## src/rtl/csu_sequencer.sv

```systemverilog
// Power sequencer and segment decoder for the current-source-unit array.
// Handles bias power-up, test-bus gating and DWA rotation of the unary segments.
module csu_sequencer #(
   parameter int PUP_WAIT = 64,
   parameter int DWA_EN   = 1
) (
   input  logic        clk,
   input  logic        rstb,
   input  logic        enable,
   input  logic [1:0]  atb_sel,
   input  logic [10:0] code,
   input  logic        code_valid,
   output logic        code_ready,
   input  logic        lsb_red_sel,
   output logic        pdb,
   output logic [1:0]  atb_ena,
   output logic [16:0] them_en,
   output logic [5:0]  bin_en,
   output logic        bin0_red_en,
   output logic        sat,
   output logic        running
);

   typedef enum logic [1:0] {
      OFF     = 2'd0,
      BIAS_UP = 2'd1,
      RUN     = 2'd2,
      DRAIN   = 2'd3
   } state_t;

   localparam logic [9:0]  PUP_LAST  = 10'(PUP_WAIT - 1);
   localparam logic [10:0] CODE_MAX  = 11'd1151;
   localparam logic [4:0]  N_UNITS   = 5'd17;

   state_t      state_q, state_d;
   logic [9:0]  cnt_q, cnt_d;
   logic [4:0]  ptr_q, ptr_d;
   logic        pdb_q, pdb_d;
   logic [1:0]  atb_ena_q, atb_ena_d;
   logic [16:0] them_en_q, them_en_d;
   logic [5:0]  bin_en_q, bin_en_d;
   logic        red_q, red_d;
   logic        sat_q, sat_d;

   logic        xfer_s;
   logic        clamp_s;
   logic [4:0]  n_s;
   logic [5:0]  bin_s;
   logic [16:0] mask_s;
   logic [5:0]  ptr_sum_s;

   // Rotated window of n enabled units starting at ptr, wrapping at 17.
   function automatic logic [16:0] dwa_mask(input logic [4:0] ptr, input logic [4:0] n);
      logic [16:0] m;
      logic [5:0]  off;
      m = 17'd0;
      for (int i = 0; i < 17; i++) begin
         if (6'(i) >= {1'b0, ptr}) begin
            off = 6'(i) - {1'b0, ptr};
         end else begin
            off = 6'(i) + 6'd17 - {1'b0, ptr};
         end
         m[i] = (off < {1'b0, n});
      end
      return m;
   endfunction

   // Thermometer mask anchored at index 0.
   function automatic logic [16:0] fixed_mask(input logic [4:0] n);
      logic [16:0] m;
      m = 17'd0;
      for (int i = 0; i < 17; i++) begin
         m[i] = (5'(i) < n);
      end
      return m;
   endfunction

   assign code_ready  = (state_q == RUN) && enable;
   assign running     = (state_q == RUN);
   assign xfer_s      = code_valid && code_ready;
   assign pdb         = pdb_q;
   assign atb_ena     = atb_ena_q;
   assign them_en     = them_en_q;
   assign bin_en      = bin_en_q;
   assign bin0_red_en = red_q;
   assign sat         = sat_q;

   // State sequencing and bias-settle counter.
   always_comb begin
      state_d = state_q;
      cnt_d   = 10'd0;
      case (state_q)
         OFF: begin
            if (enable) begin
               state_d = BIAS_UP;
            end else begin
               state_d = OFF;
            end
         end
         BIAS_UP: begin
            if (!enable) begin
               state_d = DRAIN;
            end else if (cnt_q == PUP_LAST) begin
               state_d = RUN;
            end else begin
               cnt_d = cnt_q + 10'd1;
            end
         end
         RUN: begin
            if (!enable) begin
               state_d = DRAIN;
            end else begin
               state_d = RUN;
            end
         end
         DRAIN: begin
            state_d = OFF;
         end
         default: begin
            state_d = OFF;
         end
      endcase
   end

   // Code decode: out-of-range codes saturate to full scale.
   always_comb begin
      clamp_s = (code > CODE_MAX);
      if (clamp_s) begin
         n_s   = N_UNITS;
         bin_s = 6'h3F;
      end else if (code[10:6] > N_UNITS) begin
         n_s   = N_UNITS;
         bin_s = code[5:0];
      end else begin
         n_s   = code[10:6];
         bin_s = code[5:0];
      end
      if (DWA_EN != 0) begin
         mask_s = dwa_mask(ptr_q, n_s);
      end else begin
         mask_s = fixed_mask(n_s);
      end
      ptr_sum_s = {1'b0, ptr_q} + {1'b0, n_s};
   end

   // Next values of the registered array controls.
   always_comb begin
      ptr_d     = ptr_q;
      them_en_d = them_en_q;
      bin_en_d  = bin_en_q;
      red_d     = red_q;
      sat_d     = 1'b0;
      pdb_d     = (state_d != OFF);
      if ((state_d == BIAS_UP) || (state_d == RUN)) begin
         atb_ena_d = atb_sel;
      end else begin
         atb_ena_d = 2'b00;
      end
      if (state_d != RUN) begin
         them_en_d = 17'd0;
         bin_en_d  = 6'd0;
         red_d     = 1'b0;
         if (state_d == OFF) begin
            ptr_d = 5'd0;
         end else begin
            ptr_d = ptr_q;
         end
      end else if (xfer_s) begin
         them_en_d = mask_s;
         bin_en_d  = {bin_s[5:1], (lsb_red_sel ? 1'b0 : bin_s[0])};
         red_d     = lsb_red_sel & bin_s[0];
         sat_d     = clamp_s;
         if (DWA_EN == 0) begin
            ptr_d = 5'd0;
         end else if (ptr_sum_s >= 6'd17) begin
            ptr_d = 5'(ptr_sum_s - 6'd17);
         end else begin
            ptr_d = ptr_sum_s[4:0];
         end
      end else begin
         ptr_d = ptr_q;
      end
   end

   // State and output registers; reset forces everything off without draining.
   always_ff @(posedge clk or negedge rstb) begin
      if (!rstb) begin
         state_q   <= OFF;
         cnt_q     <= 10'd0;
         ptr_q     <= 5'd0;
         pdb_q     <= 1'b0;
         atb_ena_q <= 2'b00;
         them_en_q <= 17'd0;
         bin_en_q  <= 6'd0;
         red_q     <= 1'b0;
         sat_q     <= 1'b0;
      end else begin
         state_q   <= state_d;
         cnt_q     <= cnt_d;
         ptr_q     <= ptr_d;
         pdb_q     <= pdb_d;
         atb_ena_q <= atb_ena_d;
         them_en_q <= them_en_d;
         bin_en_q  <= bin_en_d;
         red_q     <= red_d;
         sat_q     <= sat_d;
      end
   end

endmodule

```

## config.mk

```make
export PLATFORM = sky130hd
export DESIGN_NAME = csu_sequencer
export DESIGN_NICKNAME = d
export VERILOG_FILES = /design/src/rtl/csu_sequencer.sv
export SDC_FILE = /design/constraint.sdc
export NUM_CORES = 1
export LEC_CHECK = 0
export CORE_MARGIN = 4
export CORE_UTILIZATION = 25
export CTS_BUF_LIST = sky130_fd_sc_hd__clkbuf_8 sky130_fd_sc_hd__clkbuf_16
export CTS_CLUSTER_DIAMETER = 80
export CTS_CLUSTER_SIZE = 10
export DETAILED_ROUTE_END_ITERATION = 12
export GPL_TIMING_DRIVEN = 0
export HOLD_SLACK_MARGIN = 0.08
export PLACE_DENSITY = 0.52
export SYNTH_ARGS = -nofsm -noshare
export SYNTH_HDL_FRONTEND = slang
export SYNTH_SLANG_ARGS = --single-unit
```

## constraint.sdc

```tcl
create_clock -name clk -period 8 [get_ports clk]
set_input_delay 2 -clock clk [delete_from_list [all_inputs] [get_ports clk]]
set_output_delay 2 -clock clk [all_outputs]
set_load 0.05 [all_outputs]
```

-- Yosys cells after proc, flatten, opt, wreduce, memory -nomap -nowiden
Cells that the tools add are included.
- add/subtract/negate cells: 37
- magnitude comparators: 37
- equal/unequal tests: 8
- mux-type cells: 42
- bitwise logic cells: 1
- reductions and logical operators: 8
- operators with widths (operator ; count):
    6-bit two-way mux ; 20
    6-bit by 5-bit < comparator with 1-bit output ; 17
    5-bit by 5-bit subtractor with 6-bit output (first input constant) ; 16
    4-bit by 5-bit subtractor with 6-bit output (first input constant) ; 8
    4-bit by 5-bit >= comparator with 1-bit output (first input constant) ; 8
    17-bit two-way mux ; 2
    10-bit two-way mux ; 3
    5-bit two-way mux ; 6
    3-bit by 5-bit subtractor with 6-bit output (first input constant) ; 4
    3-bit by 5-bit >= comparator with 1-bit output (first input constant) ; 4
    1-bit by 5-bit subtractor with 6-bit output (first input constant) ; 2
    2-bit by 5-bit subtractor with 6-bit output (first input constant) ; 2
    6-bit by 5-bit subtractor with 6-bit output (first input constant) ; 2
    11-bit > comparator (second input constant) ; 1
    10-bit by 1-bit adder with 10-bit output (second input constant) ; 1
    10-bit by 6-bit equality test with 1-bit output (second input constant) ; 1
    1-bit by 5-bit >= comparator with 1-bit output (first input constant) ; 2
    2-bit by 5-bit >= comparator with 1-bit output (first input constant) ; 2
    2-bit one-hot mux with 4 select lines ; 1
    1-bit two-way mux ; 7
    5-bit by 5-bit adder with 6-bit output ; 1
    2-bit equality test (second input constant) ; 3
    6-bit by 5-bit >= comparator with 1-bit output (second input constant) ; 1
    2-bit two-way mux ; 3
    other kinds (12) ; 16
- register bits after elaboration: 45
- bits of input ports: 18

-- Depth between registers and ports, before layout
- word-level depth: 8
- mapped depth: 18
- gate-level depth less buffers: 14

-- Worst setup path before layout
No wires, ideal clock.
- path kind: input to register
- from: input code[10]
- to: register ptr_q[3]
- library setup time: 69 ps
- data arrival time: 5041 ps
- data required time: 7931 ps
- setup slack: 2890 ps
- stages on the path: 11
- path through: inv_1 nand2_1 inv_1 ha_1 a21o_1 maj3_2 maj3_2 a2111oi_4 nor4_1 or4_1 nand3_1
- word-level cells in the longest chain between the ends: 8
- ends and longest elaborated chain (element ; line ; RTL):
    start, declared ; 11 ; input logic [10:0] code,
    branches (longest 2 deep; another with 11-bit > comparator) ; n/a ;
    5-bit two-way mux (*) ; 128 ; if (clamp_s) begin
    5-bit by 5-bit adder with 6-bit output (*) ; 143 ; ptr_sum_s = {1'b0, ptr_q} + {1'b0, n_s};
    5-bit subtractor / 6-bit by 5-bit >= comparator with 1-bit output (equally long branches) ; 176, 175 ;
    5-bit two-way mux (*) ; 175 ; end else if (ptr_sum_s >= 6'd17) begin
    5-bit two-way mux (*) ; 168 ; end else if (xfer_s) begin
    5-bit two-way mux (*) ; 159 ; if (state_d != RUN) begin
    end signal, assigned ; 200 ; ptr_q <= ptr_d;
    end, declared ; 37 ; logic [4:0] ptr_q, ptr_d;
Mark *: on every way between the ends. The select of a mux whose other input is x is not followed.
A chain may end at the register's enable or synchronous reset.

-- Worst setup path after layout
Ends and elaborated chain as after synthesis.

==> impl_metrics.env <==
export IMPL_drtIter0Drc=530
export IMPL_placed_area_mm2=0.006626
export IMPL_grt_setup_unrepaired="no"
export IMPL_post_cts_setup_buffers=0
export IMPL_dp_hpwl_um=15480
export IMPL_wl_met3_um=1387
export IMPL_vias_per_cell=5.299
export IMPL_dieHeight_um=160.1
export IMPL_slew_headroom_pct=21.09
export IMPL_rows=55
export IMPL_drcViolationCount=0
export IMPL_drv_cap=0
export IMPL_yosysWarnings=0
export IMPL_pre_cts_ws_ns=1.245
export IMPL_cts_tree="built"
export IMPL_worstPathArrival_ns=6.60
export IMPL_tns_ns=0
export IMPL_core_area_mm2=0.02271
export IMPL_n_antenna_cell=0
export IMPL_total_power_uw=868.4
export IMPL_synthAdderAreaFrac_pct=19.23
export IMPL_drive_gt1_share_pct=4.293
export IMPL_holdPathStages=1
export IMPL_grt_max_degree=31
export IMPL_final_common_cell="ha_1"
export IMPL_fin_util_pct=29.80
export IMPL_die_width_um=160.1
export IMPL_grt_overflow_total=0
export IMPL_ys_async_sr_fraction_pct=100.0
export IMPL_worstSkewPairLatency_ns=0.31
export IMPL_p_per_area_mw_per_mm2=128.3
export IMPL_yosys_area_share_simple_pct=17.74
export IMPL_ir_worst_vdd_v=0.00007639
export IMPL_grtUsageTotal_pct=16.44
export IMPL_syn_cell_area_mm2=0.005784
export IMPL_instances_no_fill=1077
export IMPL_cp_required_ns=8.25
export IMPL_r2r_cells=13
export IMPL_clock_sinks=45
export IMPL_wl_per_cell_um=19.83
export IMPL_swShare_pct=42.91
export IMPL_layout_min_cycle_time_ns=6.356
export IMPL_start_util_pct=25.47
export IMPL_clk_pin_slew_ns=0.07
export IMPL_yosys_most_used_dff="dfrtp_1"
export IMPL_ioPinCount=48
export IMPL_worstSetupPathType="in2reg"
export IMPL_grt_pass1_wl_um=33100
export IMPL_synth_seq_cells=45
export IMPL_fmax_ghz=0.1573
export IMPL_synth_compound_area_share_pct=25.48
export IMPL_design_area_mm2=0.006768
export IMPL_final_cell_mix="ha_1 (83), nand2_1 (72), a21oi_1 (62), nor2_1 (60), o21ai_0 (60)"
export IMPL_status="finished clean"
export IMPL_finalMaxSlewViolations=0
export IMPL_worst_slew_pin_slew_ns=1.181
export IMPL_grt_pass1_vias=5610
export IMPL_synthCells=737
export IMPL_finalHoldViolCount=0
export IMPL_antenna_found_initial=0
export IMPL_hold_buffers=0
export IMPL_synthesis_nets=839
export IMPL_drtAntennaViolNets=0
export IMPL_synth_distinct_cells=67
export IMPL_cts_max_path_buffers=2
export IMPL_p_int_uw=495.8
export IMPL_die_area_mm2=0.02564
export IMPL_clkPwrFrac_pct=25.2
export IMPL_p_comb_share_pct=45.2
export IMPL_met2_length_um=9581
export IMPL_drt_met1_wl_um=9634
export IMPL_port_buffers=47
export IMPL_maxUsedRoutingLayer="met4"
export IMPL_skew_ns=0.01229
export IMPL_finalCritPeriodShare_pct=79.45
export IMPL_placed_cells=1070
export IMPL_start_kind="primary input"
export IMPL_whs_ns=0.4798
export IMPL_synth_mux_area_share_pct=3.072
export IMPL_setup_worst_path_end_class="register"
export IMPL_cts_resized=0
export IMPL_first_pass_iters=5
export IMPL_nFillCells=2517
export IMPL_fin_ws_ns=1.644
export IMPL_synth_top_family_by_area="compound AO/OA/AOI/OAI gates"
export IMPL_synth_xor_xnor_area_share_pct=9.777
export IMPL_num_vias=5707
export IMPL_cts_buffers=5
export IMPL_p_seq_share_pct=29.6
export IMPL_seq_area_frac_synth_pct=19.47
export IMPL_htree_num_levels=2
export IMPL_nets=894
export IMPL_hold_class="reg2reg"
export IMPL_synth_avg_cell_area_um2=7.848
export IMPL_p_leak_nw=2.862
export IMPL_routed_wl_um=21350
export IMPL_gp_congestion=0.9603
export IMPL_switching_power_uw=372.6
export IMPL_path_max_fanout=19
export IMPL_synth_edf_count=0
export IMPL_setup_violations=0
export IMPL_synthToLayoutAreaGrowth_pct=17.00
export IMPL_cts_root_buf="clkbuf_16"
power by group through the flow:
stage,clock network (mW),registers (mW),logic (mW)
2_1_floorplan,0,0.289,0.229
3_3_place_gp,0,0.261,0.390
3_5_place_dp,0,0.261,0.394
4_1_cts,0.229,0.257,0.395
5_1_grt,0.236,0.260,0.435
6_report,0.219,0.257,0.393
state kept, by name (all words and copies together) (netlist names):
register and cells:
them_en 17, cnt_q 10, bin_en 6, ptr_q 5, atb_ena 2, state_q 2
bin0_red_en 1, pdb 1, sat 1
worst paths after layout:
kind,from,to,slack (ns)
max in group asynchronous,rstb,cnt_q[3]$_DFF_PN0_,5.84
min in group asynchronous,rstb,them_en[10]$_DFFE_PN0P_,1.63
min,them_en[3]$_DFFE_PN0P_,them_en[3]$_DFFE_PN0P_,0.48
min reg2reg,them_en[3]$_DFFE_PN0P_,them_en[3]$_DFFE_PN0P_,0.48
max,code[10],ptr_q[3]$_DFFE_PN0P_,1.64
max reg2reg,ptr_q[4]$_DFFE_PN0P_,them_en[3]$_DFFE_PN0P_,2.88
critical path, cell delays in order:
cell and delay, ns:
clkdlybuf4s50_1 0.52, inv_1 0.70, nand2_1 0.91, fa_1 0.79, xnor2_1 0.17, xnor2_1 0.29, nand3b_1 0.19, a2111oi_4 0.39
nor4_1 0.13, or4_1 0.42, nand3_1 0.10
Yosys cell counts (14+ instances only):
master,number,area (um2)
o21ai_0,60,300.3
inv_1,29,108.9
ha_1,83,1039
nand2_1,72,270.3
nand3_1,16,80.08
nor2_1,60,225.2
a21o_1,14,105.1
a21oi_1,62,310.3
clkbuf_1,37,138.9
nor2b_1,20,125.1
xnor2_1,55,481.7
dfrtp_1,45,1126
final cells by class:
| type | count | area (um2) | area share, % |
|---|---|---|---|
| buffer | 48 | 190.2 | 2.810 |
| multi-input combinational | 614 | 4355 | 64.36 |
| inverter | 30 | 112.6 | 1.664 |
| tap | 285 | 356.6 | 5.269 |
| clock buffer | 5 | 125.1 | 1.849 |
| clock inverter | 2 | 16.27 | 0.2403 |
| timing repair buffer | 48 | 485.5 | 7.173 |
| sequential | 45 | 1126 | 16.64 |
routing by layer:
| metal | vias up | track usage (%) |
|---|---|---|
| li1 | 2734 | - |
| met1 | 2713 | 21.75 |
| met5 | - | 0 |
| met3 | 46 | 2.658 |
| met4 | 0 | 6.531 |
| met2 | 214 | 26.80 |
kinds of logic (layout without fill, tap and decap cells):
family                     Yosys count  in the layout
AOI/OAI and AO/OA                  225            225
muxes                               17             17
adders and majority gates           89             89
buffers and inverters               78            133
and+or+nand+nor                    220            220
xor gates and xnor gates            63             63
DFF                                 45             45
(Power assumes the default switching activity.)
